## config.mk

```make
export PLATFORM = sky130hd
export DESIGN_NAME = ram_bus_sequencer
export DESIGN_NICKNAME = d
export VERILOG_FILES = /design/src/rtl/ram_bus_sequencer.sv
export SDC_FILE = /design/constraint.sdc
export NUM_CORES = 1
export LEC_CHECK = 0
export ABC_CLOCK_PERIOD_IN_PS = 1700
export BUFFER_PORTS_ARGS = -buffer_cell sky130_fd_sc_hd__buf_4
export CORE_MARGIN = 4
export CORE_UTILIZATION = 49
export CTS_CLUSTER_DIAMETER = 40
export DETAILED_ROUTE_END_ITERATION = 12
export PLACE_DENSITY = 0.78
export SLEW_MARGIN = 15
export SYNTH_ARGS = -nofsm -noshare
export SYNTH_HDL_FRONTEND = slang
export SYNTH_SLANG_ARGS = --single-unit
```

## constraint.sdc

```tcl
create_clock -name clk -period 1.7 [get_ports clk]
set_clock_uncertainty 0.15 [all_clocks]
set_input_delay 0.17 -clock clk [delete_from_list [all_inputs] [get_ports clk]]
set_output_delay 0.17 -clock clk [all_outputs]
set_load 0.005 [all_outputs]
```

## src/rtl/ram_bus_sequencer.sv

```systemverilog
// Single-word load/store sequencer between the control unit and the 1024x10 RAM.
// Moore FSM: every output is decoded from registered state and latched request fields.
module ram_bus_sequencer #(
  parameter int DATA_W = 10,
  parameter int ADDR_W = 10
) (
  input  logic              clk,
  input  logic              reset,
  input  logic              req_valid,
  input  logic              req_we,
  input  logic [ADDR_W-1:0] req_addr,
  input  logic [DATA_W-1:0] req_wdata,
  output logic              req_ready,
  output logic              done,
  output logic [DATA_W-1:0] rdata,
  output logic [DATA_W-1:0] bus_out,
  output logic              bus_drive,
  input  logic [DATA_W-1:0] bus_in,
  output logic              ram_addr_load,
  output logic              ram_write,
  output logic              ram_read
);

  typedef enum logic [2:0] {IDLE, ADDR, WRITE, READ, RESP} state_t;

  state_t            state;
  state_t            state_nxt;
  logic              lat_we;
  logic [ADDR_W-1:0] lat_addr;
  logic [DATA_W-1:0] lat_wdata;
  logic [ADDR_W-1:0] trk_addr;
  logic              trk_valid;
  logic              accept;
  logic              trk_hit;

  assign accept  = (state == IDLE) && req_valid;
  assign trk_hit = trk_valid && (trk_addr == req_addr);

  // The RAM address register already holds trk_addr, so a hit skips the address phase.
  always_ff @(posedge clk) begin
    if (reset) begin
      state     <= IDLE;
      lat_we    <= 1'b0;
      lat_addr  <= '0;
      lat_wdata <= '0;
      trk_addr  <= '0;
      trk_valid <= 1'b0;
      rdata     <= '0;
    end else begin
      state <= state_nxt;
      if (accept) begin
        lat_we    <= req_we;
        lat_addr  <= req_addr;
        lat_wdata <= req_wdata;
      end
      if (state == ADDR) begin
        trk_addr  <= lat_addr;
        trk_valid <= 1'b1;
      end
      if (state == READ) begin
        rdata <= bus_in;
      end
    end
  end

  always_comb begin
    state_nxt     = state;
    req_ready     = 1'b0;
    done          = 1'b0;
    bus_out       = '0;
    bus_drive     = 1'b0;
    ram_addr_load = 1'b0;
    ram_write     = 1'b0;
    ram_read      = 1'b0;
    case (state)
      IDLE: begin
        req_ready = !reset;
        if (accept) begin
          if (trk_hit) state_nxt = req_we ? WRITE : READ;
          else         state_nxt = ADDR;
        end
      end
      ADDR: begin
        bus_drive     = 1'b1;
        bus_out       = DATA_W'(lat_addr);
        ram_addr_load = 1'b1;
        state_nxt     = lat_we ? WRITE : READ;
      end
      WRITE: begin
        bus_drive = 1'b1;
        bus_out   = lat_wdata;
        ram_write = 1'b1;
        state_nxt = RESP;
      end
      READ: begin
        ram_read  = 1'b1;
        state_nxt = RESP;
      end
      RESP: begin
        done      = 1'b1;
        state_nxt = IDLE;
      end
      default: state_nxt = IDLE;
    endcase
  end

endmodule

```

==> results.sh <==
export IMPL_drtIter0Drc=104
export IMPL_async_flop_share=0
export IMPL_p_int_uw=1710
export IMPL_num_vias=1940
export IMPL_yosysMostFrequentCell="nand2_1"
export IMPL_yosysWarnings=0
export IMPL_initial_utilization=0.530
export IMPL_leakage_uw=0.00126
export IMPL_r2r_start="state[0]$_SDFFE_PP0P_"
export IMPL_period_share=0.986
export IMPL_drc=0
export IMPL_cts_sinks=45
export IMPL_port_buffers=59
export IMPL_core_area_um2=3470
export IMPL_cts_max_path_buffers=2
export IMPL_clk_pin_slew_ps=80
export IMPL_die_y_um=69.2
export IMPL_finalSetupViolCount=0
export IMPL_nets=373
export IMPL_outcome="completed"
export IMPL_syn_nets=276
export IMPL_synth_edff_count=0
export IMPL_gp_congestion=0.800
export IMPL_maxSlewHeadroom=0.683
export IMPL_drt_wl_total_um=5430
export IMPL_grt_util_met1=0.265
export IMPL_reg2reg_depth=3
export IMPL_fin_crit_ps=1680
export IMPL_insertion_delay_ps=290
export IMPL_setup_tns_ps=0
export IMPL_cp_start_kind="primary input"
export IMPL_syn_instance_count=242
export IMPL_grtUsageMet3=0.0667
export IMPL_grt_pass1_wl_um=8800
export IMPL_holdPathEnd="trk_valid$_SDFFE_PP0P_"
export IMPL_ys_top_cells_by_count="nand2_1 (105), dfxtp_1 (45), a21oi_1 (41), xor2_1 (9), buf_2 (8)"
export IMPL_yosys_area_top_type_share=0.490
export IMPL_grt_antenna_before_repair=0
export IMPL_dp_cells=341
export IMPL_fp_dieArea_um2=4790
export IMPL_grtUsageTotal=0.227
export IMPL_drive_gt1_frac=0.291
export IMPL_whs_ps=167
export IMPL_hold_violations=0
export IMPL_cts_root_buf="clkbuf_8"
export IMPL_max_freq_mhz=597
export IMPL_post_synth_cell_area_avg_um2=7.59
export IMPL_p_sw_uw=598
export IMPL_maxCapViolations=0
export IMPL_min_path_type="primary input to register"
export IMPL_overflow=0
export IMPL_worstPathMaxFanout=21
export IMPL_cts_tree="built"
export IMPL_yosysSeqAreaShare=0.490
export IMPL_worstMarginPinSlew_ps=476
export IMPL_first_global_vias=1868
export IMPL_instances_no_fill=386
export IMPL_synth_ff_type="dfxtp_1"
export IMPL_ant_nets=0
export IMPL_synth_seq_cells=45
export IMPL_hold_depth=2
export IMPL_rsz0062_at_grt="yes"
export IMPL_vias_per_cell=5.03
export IMPL_die_w_um=69.2
export IMPL_p_clk_frac=0.313
export IMPL_r2r_end="lat_wdata[6]$_SDFFE_PP0P_"
export IMPL_cp_end_kind="register"
export IMPL_nFillCells=229
export IMPL_synth_cell_types=23
export IMPL_crit_type="primary input to register"
export IMPL_hpwl_um=3130
export IMPL_pwr_share_comb=0.191
export IMPL_grt_busiest_layer="met2"
export IMPL_use_met2=0.404
export IMPL_critPathArrivalTime_ps=1690
export IMPL_syn_area_um2=1840
export IMPL_final_max_slew_viol_count=0
export IMPL_synthTopCellsByArea="dfxtp_1 (49%), nand2_1 (21%), a21oi_1 (11%)"
export IMPL_hold_start="reset"
export IMPL_swShare=0.259
export IMPL_r2r_slack_ps=120
export IMPL_p_seq_frac=0.496
export IMPL_rows=21
export IMPL_crit_start="req_valid"
export IMPL_worstPathRequired_ps=1710
export IMPL_diodes=0
export IMPL_grt_max_degree=46
export IMPL_irDropWorstVdd_uv=667
export IMPL_wl_per_cell_um=14.1
export IMPL_power_density_nw_per_um2=810
export IMPL_areaGrowthSynthToFinish_pct=55.0
export IMPL_synth_area_leader_cell="dfxtp_1"
export IMPL_firstDrtPassIters=5
export IMPL_ios=60
export IMPL_cts_buffers=5
export IMPL_htreeDepth=2
## layout by cell type, fill, tap and decap left out, types with 2 or more instances in the layout
cell type	count
nand2_1	101
buf_4	73
dfxtp_1	42
a21oi_1	41
dlygate4sd3_1	32
xor2_1	9
clkbuf_8	7
nand2_2	3
nor2_1	3
nor3b_1	2
nor3_1	2
dfxtp_4	2
## cell type report
cell class              count  area (µm²)  area share
inverters                   3        18.8     0.00659
repair inverters            1        7.51     0.00264
well taps                  46        57.6      0.0202
repair buffers            106         880       0.309
flip-flops and latches     45         910       0.319
clock buffers               7        96.3      0.0338
clock inverters             1        5.00     0.00176
multi-input cells         177         873       0.307
## metal layers
metal	up-vias	routed length [µm]	share of wire
met3	8	346	0.064
met5	-	0	0
met2	78	2870	0.53
li1	974	-	-
met1	880	2160	0.40
met4	0	60	0.011
## per-stage QoR
step	worst slack, ps	util	cell area (µm²)	power [µW]
after floorplan	207	-	1840	1340
after global placement	190	0.672	2330	1490
after detailed placement	163	0.672	2330	1500
after CTS	4.53	0.797	2770	2270
after global routing	-23.0	0.821	2850	2400
final	24.3	0.821	2850	2310
## state kept, by name, indices dropped and copies added (netlist names)
name,count
rdata,10
trk_valid,1
lat_we,1
lat_addr,10
trk_addr,10
lat_wdata,10
state,3
## kinds of logic after synthesis
kind of cell / synth area share
AOI/OAI and AO/OA: 0.124
xor gates and xnor gates: 0.0477
buffers and inverters: 0.0586
DFF: 0.490
muxes: 0.00545
and+or+nand+nor: 0.274
## worst max-delay path by stage
stage / to / slack, ps
floorplan: lat_addr[4]$_SDFFE_PP0P_ / 210
global placement: bus_out[0] / 190
detailed placement: bus_out[1] / 160
CTS: bus_drive / 5
global route: bus_out[3] / -20
finish: lat_wdata[6]$_SDFFE_PP0P_ / 20
## worst max-delay path, cell delays in order
cell and delay, ps:
dlygate4sd3_1 530, buf_4 110, inv_1 70, or4_4 580, nand2_1 140, a21oi_1 90
## timing repair
item	4_1_cts	5_1_grt
hold buffers	32	0
setup buffers	0	4
gates resized for setup	7	14
cloned	0	1
pin swaps	0	5
endpoints found under the setup margin	13	11
hold endpoints to repair	32	0
## power groups by stage
stage	Combinational [µW]	Clock, µW	Sequential (µW)
after floorplan	191	0	1150
after global placement	332	0	1160
after detailed placement	339	0	1160
after CTS	402	733	1140
after global routing	477	772	1150
final	441	723	1140
No activity file was read; power rests on OpenSTA's default activity.
